File: config.mk
export PLATFORM = sky130hd
export DESIGN_NAME = aes_core_arbiter_flat
export DESIGN_NICKNAME = d
export VERILOG_FILES = /design/src/rtl/aes_pkg.sv /design/src/rtl/aes_core_arbiter_if.sv /design/src/rtl/rr_arb2.sv /design/src/rtl/aes_core_arbiter.sv /design/src/flat_wrapper.sv
export SDC_FILE = /design/constraint.sdc
export NUM_CORES = 1
export LEC_CHECK = 0
export CORE_AREA = 4 4 253 255
export CTS_BUF_LIST = sky130_fd_sc_hd__clkbuf_8 sky130_fd_sc_hd__clkbuf_16
export DETAILED_ROUTE_END_ITERATION = 16
export DIE_AREA = 0 0 257 259
export DONT_BUFFER_PORTS = 1
export SLEW_MARGIN = 20
export SYNTH_ARGS = -nofsm -noshare
export SYNTH_HDL_FRONTEND = slang
export SYNTH_HIERARCHICAL = 1
export SYNTH_SLANG_ARGS = --single-unit
File: constraint.sdc
create_clock -name clks -period 2.22 [get_ports clks]
set_clock_uncertainty 0.05 [all_clocks]
set_input_delay 0.333 -clock clks [delete_from_list [all_inputs] [get_ports clks]]
set_output_delay 0.333 -clock clks [all_outputs]
set_load 0.02 [all_outputs]
File: src/rtl/aes_pkg.sv
// Shared types and constants for the AES core arbiter slice.
// Pure declarations: no latency or backpressure of its own.
package aes_pkg;

    localparam int   BLOCK_W  = 128;
    localparam logic MODE_ENC = 1'b0;
    localparam logic MODE_DEC = 1'b1;

    typedef enum logic [1:0] {
        S_IDLE  = 2'b00,
        S_ISSUE = 2'b01,
        S_WAIT  = 2'b10,
        S_RESP  = 2'b11
    } state_e;

    typedef logic [0:BLOCK_W-1] block_t;

endpackage

File: src/rtl/aes_core_arbiter_if.sv
// Request, core and response signals of the AES arbiter, grouped per side.
// Wires only: timing and backpressure come from the attached modules.
interface aes_core_arbiter_if;

    logic            req0_valid;
    logic            req0_ready;
    aes_pkg::block_t req0_data;
    logic            req0_mode;

    logic            req1_valid;
    logic            req1_ready;
    aes_pkg::block_t req1_data;
    logic            req1_mode;

    logic            core_start;
    logic            core_mode;
    aes_pkg::block_t core_data;
    logic            core_done;
    aes_pkg::block_t core_result;

    logic            rsp_valid;
    logic            rsp_ready;
    aes_pkg::block_t rsp_data;
    logic            rsp_id;
    logic            rsp_err;

    // Arbiter view.
    modport slave (
        input  req0_valid, req0_data, req0_mode,
        output req0_ready,
        input  req1_valid, req1_data, req1_mode,
        output req1_ready,
        output core_start, core_mode, core_data,
        input  core_done, core_result,
        output rsp_valid, rsp_data, rsp_id, rsp_err,
        input  rsp_ready
    );

    // Host, core and consumer view.
    modport master (
        output req0_valid, req0_data, req0_mode,
        input  req0_ready,
        output req1_valid, req1_data, req1_mode,
        input  req1_ready,
        input  core_start, core_mode, core_data,
        output core_done, core_result,
        input  rsp_valid, rsp_data, rsp_id, rsp_err,
        output rsp_ready
    );

endinterface

File: src/rtl/rr_arb2.sv
// Two-requester round-robin grant: a lone requester wins, on contention ptr_i picks.
// Combinational, zero latency; no state, the pointer lives in the parent.
module rr_arb2 (
    input  logic [1:0] valid_i,
    input  logic       ptr_i,
    output logic [1:0] gnt_o
);

    always_comb begin
        gnt_o = 2'b00;
        case (valid_i)
            2'b01:   gnt_o = 2'b01;
            2'b10:   gnt_o = 2'b10;
            2'b11:   gnt_o = ptr_i ? 2'b10 : 2'b01;
            default: gnt_o = 2'b00;
        endcase
    end

endmodule

File: src/rtl/aes_core_arbiter.sv
// Shares one iterative AES core between two requesters, one job in flight, round-robin.
// Grant->start 1 cycle, done->rsp_valid 1 cycle; no new grant until the response is taken.
module aes_core_arbiter
    import aes_pkg::*;
#(
    parameter int TIMEOUT = 32,
    parameter int CNT_W   = $clog2(TIMEOUT + 1)
) (
    input logic               clks,
    input logic               reset,
    aes_core_arbiter_if.slave bus
);

    localparam logic [CNT_W-1:0] WDOG_LAST = CNT_W'(TIMEOUT - 1);

    state_e           state_q,     state_d;
    logic             rr_ptr_q,    rr_ptr_d;
    logic [CNT_W-1:0] wdog_q,      wdog_d;
    block_t           core_data_q, core_data_d;
    logic             core_mode_q, core_mode_d;
    block_t           rsp_data_q,  rsp_data_d;
    logic             rsp_id_q,    rsp_id_d;
    logic             rsp_err_q,   rsp_err_d;

    logic [1:0]       gnt;
    logic             in_idle;

    rr_arb2 u_arb (
        .valid_i ({bus.req1_valid, bus.req0_valid}),
        .ptr_i   (rr_ptr_q),
        .gnt_o   (gnt)
    );

    // Handshake outputs are decoded from state and forced low while reset is held.
    assign in_idle        = (state_q == S_IDLE) && !reset;
    assign bus.req0_ready = in_idle && gnt[0];
    assign bus.req1_ready = in_idle && gnt[1];
    assign bus.core_start = (state_q == S_ISSUE) && !reset;
    assign bus.rsp_valid  = (state_q == S_RESP) && !reset;

    assign bus.core_data  = core_data_q;
    assign bus.core_mode  = core_mode_q;
    assign bus.rsp_data   = rsp_data_q;
    assign bus.rsp_id     = rsp_id_q;
    assign bus.rsp_err    = rsp_err_q;

    always_comb begin
        state_d     = state_q;
        rr_ptr_d    = rr_ptr_q;
        wdog_d      = wdog_q;
        core_data_d = core_data_q;
        core_mode_d = core_mode_q;
        rsp_data_d  = rsp_data_q;
        rsp_id_d    = rsp_id_q;
        rsp_err_d   = rsp_err_q;

        case (state_q)
            S_IDLE: begin
                if (gnt != 2'b00) begin
                    core_data_d = gnt[1] ? bus.req1_data : bus.req0_data;
                    core_mode_d = gnt[1] ? bus.req1_mode : bus.req0_mode;
                    rsp_id_d    = gnt[1];
                    state_d     = S_ISSUE;
                end
            end
            S_ISSUE: begin
                wdog_d  = '0;
                state_d = S_WAIT;
            end
            S_WAIT: begin
                wdog_d = wdog_q + CNT_W'(1);
                // A done arriving on the last watchdog cycle still counts as success.
                if (bus.core_done) begin
                    rsp_data_d = bus.core_result;
                    rsp_err_d  = 1'b0;
                    state_d    = S_RESP;
                end else if (wdog_q == WDOG_LAST) begin
                    rsp_data_d = '0;
                    rsp_err_d  = 1'b1;
                    state_d    = S_RESP;
                end
            end
            S_RESP: begin
                if (bus.rsp_ready) begin
                    rr_ptr_d = ~rsp_id_q;
                    state_d  = S_IDLE;
                end
            end
            default: state_d = S_IDLE;
        endcase
    end

    always_ff @(posedge clks) begin
        if (reset) begin
            state_q     <= S_IDLE;
            rr_ptr_q    <= 1'b0;
            wdog_q      <= '0;
            core_data_q <= '0;
            core_mode_q <= MODE_ENC;
            rsp_data_q  <= '0;
            rsp_id_q    <= 1'b0;
            rsp_err_q   <= 1'b0;
        end else begin
            state_q     <= state_d;
            rr_ptr_q    <= rr_ptr_d;
            wdog_q      <= wdog_d;
            core_data_q <= core_data_d;
            core_mode_q <= core_mode_d;
            rsp_data_q  <= rsp_data_d;
            rsp_id_q    <= rsp_id_d;
            rsp_err_q   <= rsp_err_d;
        end
    end

endmodule
File: src/flat_wrapper.sv
// flat-port wrapper written by rule: the top's interface ports become plain ports
module aes_core_arbiter_flat import aes_pkg::*;
#(
    parameter int TIMEOUT = 32,
    parameter int CNT_W   = $clog2(TIMEOUT + 1)
)
  (clks, reset, bus_req0_valid, bus_req0_data, bus_req0_mode, bus_req0_ready, bus_req1_valid, bus_req1_data, bus_req1_mode, bus_req1_ready, bus_core_start, bus_core_mode, bus_core_data, bus_core_done, bus_core_result, bus_rsp_valid, bus_rsp_data, bus_rsp_id, bus_rsp_err, bus_rsp_ready);
  aes_core_arbiter_if bus_i ();
  input logic clks;
  input logic reset;
  input wire logic [$bits(bus_i.req0_valid)-1:0] bus_req0_valid;
  input wire logic [$bits(bus_i.req0_data)-1:0] bus_req0_data;
  input wire logic [$bits(bus_i.req0_mode)-1:0] bus_req0_mode;
  output wire logic [$bits(bus_i.req0_ready)-1:0] bus_req0_ready;
  input wire logic [$bits(bus_i.req1_valid)-1:0] bus_req1_valid;
  input wire logic [$bits(bus_i.req1_data)-1:0] bus_req1_data;
  input wire logic [$bits(bus_i.req1_mode)-1:0] bus_req1_mode;
  output wire logic [$bits(bus_i.req1_ready)-1:0] bus_req1_ready;
  output wire logic [$bits(bus_i.core_start)-1:0] bus_core_start;
  output wire logic [$bits(bus_i.core_mode)-1:0] bus_core_mode;
  output wire logic [$bits(bus_i.core_data)-1:0] bus_core_data;
  input wire logic [$bits(bus_i.core_done)-1:0] bus_core_done;
  input wire logic [$bits(bus_i.core_result)-1:0] bus_core_result;
  output wire logic [$bits(bus_i.rsp_valid)-1:0] bus_rsp_valid;
  output wire logic [$bits(bus_i.rsp_data)-1:0] bus_rsp_data;
  output wire logic [$bits(bus_i.rsp_id)-1:0] bus_rsp_id;
  output wire logic [$bits(bus_i.rsp_err)-1:0] bus_rsp_err;
  input wire logic [$bits(bus_i.rsp_ready)-1:0] bus_rsp_ready;
  assign bus_i.req0_valid = bus_req0_valid;
  assign bus_i.req0_data = bus_req0_data;
  assign bus_i.req0_mode = bus_req0_mode;
  assign bus_req0_ready = bus_i.req0_ready;
  assign bus_i.req1_valid = bus_req1_valid;
  assign bus_i.req1_data = bus_req1_data;
  assign bus_i.req1_mode = bus_req1_mode;
  assign bus_req1_ready = bus_i.req1_ready;
  assign bus_core_start = bus_i.core_start;
  assign bus_core_mode = bus_i.core_mode;
  assign bus_core_data = bus_i.core_data;
  assign bus_i.core_done = bus_core_done;
  assign bus_i.core_result = bus_core_result;
  assign bus_rsp_valid = bus_i.rsp_valid;
  assign bus_rsp_data = bus_i.rsp_data;
  assign bus_rsp_id = bus_i.rsp_id;
  assign bus_rsp_err = bus_i.rsp_err;
  assign bus_i.rsp_ready = bus_rsp_ready;
  aes_core_arbiter #(.TIMEOUT(TIMEOUT), .CNT_W(CNT_W)) u_core (.clks(clks), .reset(reset), .bus(bus_i));
endmodule
# == Word-level counts from Yosys, hierarchy flattened ==
# Index checks and enable logic that the tools add are counted.
# op_classes
n_reduce_logical,14
n_bitwise,1
muxes,14
n_eq_ne,10
addsub,1
# op_table
operator,n
2-to-1 mux 128 bit,3
case mux 6 bit (2 select lines),1
2-to-1 mux 2 bit,5
"equality test 2 bit, second input constant",4
case mux 2 bit (4 select lines),1
"adder 6 x 1 -> 6 bit, second input constant",1
"equality test 6 x 5 -> 1 bit, second input constant",1
case mux 2 bit (3 select lines),1
AND reduction 2 bit,3
nonzero test 2 bit,3
logical AND 1 bit,5
"equality test 2 x 1 -> 1 bit, second input constant",2
"!= test 2 bit, second input constant",2
2-to-1 mux 1 bit,3
"!= test 3 x 2 -> 1 bit, second input constant",1
AND reduction 3 bit,1
logical NOT 2 bit,1
logical NOT 1 bit,1
NOT 1 bit,1
# totals
input_bits,392
ff_bits,268

# == Longest topological paths before layout ==
# logic_depth
word_depth,5
ltp_mapped,10
ltp_nobuf,6

# == Hierarchy ==
# The synthesis kept the hierarchy.
# by_module_without_submodules
module,seq_area_each_um2,area_per_inst_um2,cells_per_inst,instances
aes_core_arbiter,5365.1,11197.0,1210,1
rr_arb2,0.0,18.8,3,1

# == Worst setup path before layout ==
# No wires, ideal clock.
# synth_path
kind,register to register
start,register u_core.state_q[0]
end,register u_core.wdog_q[2]
t_arrival_ns,1.475
stages_incl_launch_ff,8
setup_slack_ns,0.580
path_buffers,2
cell_sequence,dfxtp_1 > inv_1 > ha_1 > inv_2 > clkbuf_1 > clkbuf_1 > a21o_1 > nor2_1
# synth_between
elab_chain_cells,2
elab_cells_between_ends,4
# synth_lines
element,line_no,rtl
start: declaration,aes_core_arbiter.sv:16,"state_e state_q, state_d;"
start signal: assignment,aes_core_arbiter.sv:104,state_q <= state_d;
equality test 2 bit / equality test 2 x 1 -> 1 bit (equally long branches),aes_core_arbiter.sv:57,case (state_q)
case mux 6 bit (2 select lines) / nonzero test 2 bit (equally long branches),--,
end signal: assignment,aes_core_arbiter.sv:106,wdog_q <= wdog_d;
end: declaration,aes_core_arbiter.sv:18,"logic [CNT_W-1:0] wdog_q, wdog_d;"
# Several ways; a longest one is shown, not always the timed one.
# A chain may end at the register's enable or synchronous reset.

==> results.yml <==
critical_path:
  cpPeakStageDelay_ns: 0.56
  crit_path_start_kind: "primary input"
  cp_cell_sequence: "nand2b_1, dlygate4sd3_1, mux2i_1, dlygate4sd3_1"
  path_max_fanout: 270
  cp.required_ns: 2.70
  rr_startpoint: "u_core/state_q[0]"
  crit_buf_inv: 2
  cp-startpoint: "reset"
  cpMostUsedCell: "dlygate4sd3_1"
  cp_top_family: "buffers and inverters"
  slowest_stage: "dlygate4sd3_1"
  path_class: "in -> reg"
  end_kind: "flip-flop"
  cp_data_arrival_time_ns: 2.71
synth:
  synth_compound_area_share_pct: 24.46
  synthCells: 1213
  synthesis.nets: 1610
  post_synth_mux_area_share_pct: 11.60
  synth.area.top_cells: "dfxtp_1, mux2i_1, a211oi_2, a21oi_1, o21ai_0"
  syn_area_per_cell_um2: 9.246
  synth_seq_cells: 268
  yosys.area.top_type: "dfxtp_1"
  netlist_area_mm2: 0.01122
  synth-warning-count: 6
  synthAdderAreaFrac_pct: 0.5578
  synth_top_family_by_area: "compound AO/OA/AOI/OAI gates"
  synth_xor_area_share_pct: 0.2343
  seq_area_frac_synth_pct: 47.84
  yosysUniqueCellTypes: 34
  yosysTopAreaCellShare_pct: 47.84
  synthSimpleGateAreaFrac_pct: 10.20
sta:
  worst_hold_slack_ns: -0.2435
  final-max-slew-violation-count: 114
  rsz0062_at_grt: "no"
  setup_ws_ns: -0.01120
  worst_slew_pin_slew_ns: 1.705
  finalHoldViolCount: 98
  setup_viol: 1
  max-slew-margin-rel_pct: -13.67
  setup_tns_ns: -0.01120
  fin_crit_ns: 2.231
  fin_crit_sh_pct: 100.5
  fmax_mhz: 448.2
global_routing:
  grt.total_usage_pct: 11.75
  grt_pass1_vias: 9209
  grt_pass1_wl_um: 60170
  grt_max_degree: 271
  grt_overflow_total: 0
  antenna_found_initial: 21
floorplanning:
  ios: 655
  initial_core_util_pct: 18.21
  die_h_um: 259
  dieArea_mm2: 0.06656
  fp.dieW_um: 257
  floorplan.rows: 91
  coreArea_mm2: 0.06160
routing:
  ant_nets: 0
  vias_per_cell: 4.460
  dr.pass1.iters: 5
  dr_total_vias: 10040
  wl_um: 47200
  wl_per_cell_um: 20.97
  drc: 0
  drtIter0Drc: 771
layout:
  area_delta_synth_final_pct: 36.88
  final_cells: 2251
  nNetsFinal: 1777
  multi_input_area_mm2: 0.005319
  final_cell_mix: "dfxtp_1, dlygate4sd3_1, nor2_1, a21oi_1, nand2_1"
  drive_gt1_share_pct: 12.08
  mostFrequentLayoutCell: "dfxtp_1"
  n_fill_cell: 6452
  seqCellArea_mm2: 0.005368
cts:
  cts-htree-levels: 1
  clkTransAtPathRegs_ns: 0.06
  root_buffer: "clkbuf_16"
  clockBufferDepth: 3
  clock_latency_ns: 0.58
  cts_made_buffers: 30
  cts_num_sinks: 268
  cts_tree: "done"
placement:
  hpwl_um: 32290
  numPortBuffers: 0
  dp.cells: 1962
  dp_slack_ns: 0.1444
  gp_congestion: 0.8757
power:
  p_leak_nw: 5.263
  p_per_area_mw_per_mm2: 1076
  fin_total_pwr_mw: 16.52
  vdd_drop_max_v: 0.0005001
worst_hold_path:
  hp-class: "in -> reg"
  min_from: "reset"
run_status:
  outcome: "finished, violations left"
  violations: "negative hold slack, max-slew violations, negative setup slack"
flow_run:
  drv_cap: 0
[sequential cells by signal (all words and copies together) (netlist names)]
register / count
u_core/bus.core_data: 128
u_core/bus.core_mode: 1
u_core/bus.rsp_data: 128
u_core/bus.rsp_err: 1
u_core/bus.rsp_id: 1
u_core/rr_ptr_q: 1
u_core/state_q: 2
u_core/wdog_q: 6
[synthesized netlist by cell type]
library cell,count
o21a_1,2
a211oi_1,49
o21bai_1,1
nor3_1,1
a221oi_2,1
a211oi_2,80
nand4_1,2
nand3b_1,1
a21boi_1,1
a21boi_0,1
and4b_1,1
nand3_1,1
and3b_1,2
o21ai_0,129
xor2_1,3
nor2_1,137
clkbuf_2,1
nand2b_1,5
nor2_4,1
nand2_1,131
inv_1,3
nor2b_1,4
a21oi_2,1
and2_1,1
buf_4,12
dfxtp_1,268
mux2i_1,130
a21oi_1,132
ha_1,5
clkbuf_1,46
a21o_1,1
inv_2,1
or3_1,1
buf_2,58
[power by group]
group	internal [mW]	leakage [nW]	switching [mW]
Clock	2.68	0.472	2.05
Sequential	5.76	2.20	1.90
Combinational	1.74	2.60	2.39
[metal layers]
layer | track usage, % | part of all wire, %
met3 | 5.365 | 11
met4 | 4.576 | 4.5
met2 | 22.04 | 50
met1 | 11.17 | 34
met5 | 0 | 0
[path summary, 6_finish.rpt]
path / end / slack (ns) / cells after the start
hold / removal: u_core/bus.rsp_data[60] / -0.24 / 1
setup reg to reg: u_core/bus.rsp_data[25] / 0.07 / 8
setup / recovery: u_core/state_q[1] / -0.01 / 4
hold reg to reg: u_core/state_q[0] / 0.47 / 1
[through the flow]
step                      utilization [%]  hold WS [ns]  area [um^2]
final                               24.92       -0.2435        15350
after floorplan                         -        0.4041        11220
after global routing                24.91       -0.2472        15340
after detailed placement            19.63        0.3798        12090
after global placement              19.63        0.3783        12090
after CTS                           21.95       -0.2549        13520
[what timing repair did]
item	CTS	global route
pin swaps	0	1
endpoints found under the setup margin	1	12
gates resized for setup	1	7
hold endpoints to repair	268	227
setup buffers	0	1
gates cloned	0	4
hold buffers	50	168
[cells by family after synthesis]
group | after synthesis
AO/OA/AOI/OAI | 398
AND/OR/NAND/NOR | 288
flip-flops | 268
multiplexers | 130
buffers and inverters | 121
adder cells (fa/ha/maj) | 5
XOR/XNOR | 3
[area by class of cell]
cell class	count	area share, %
flip-flops and latches	268	34.96
multi-input cells	824	34.65
repair buffers	252	17.16
well taps	837	6.821
clock buffers	34	5.249
clock inverters	17	0.8068
diodes	15	0.2445
inverters	4	0.1141
Power figures use the tool's default switching activity.
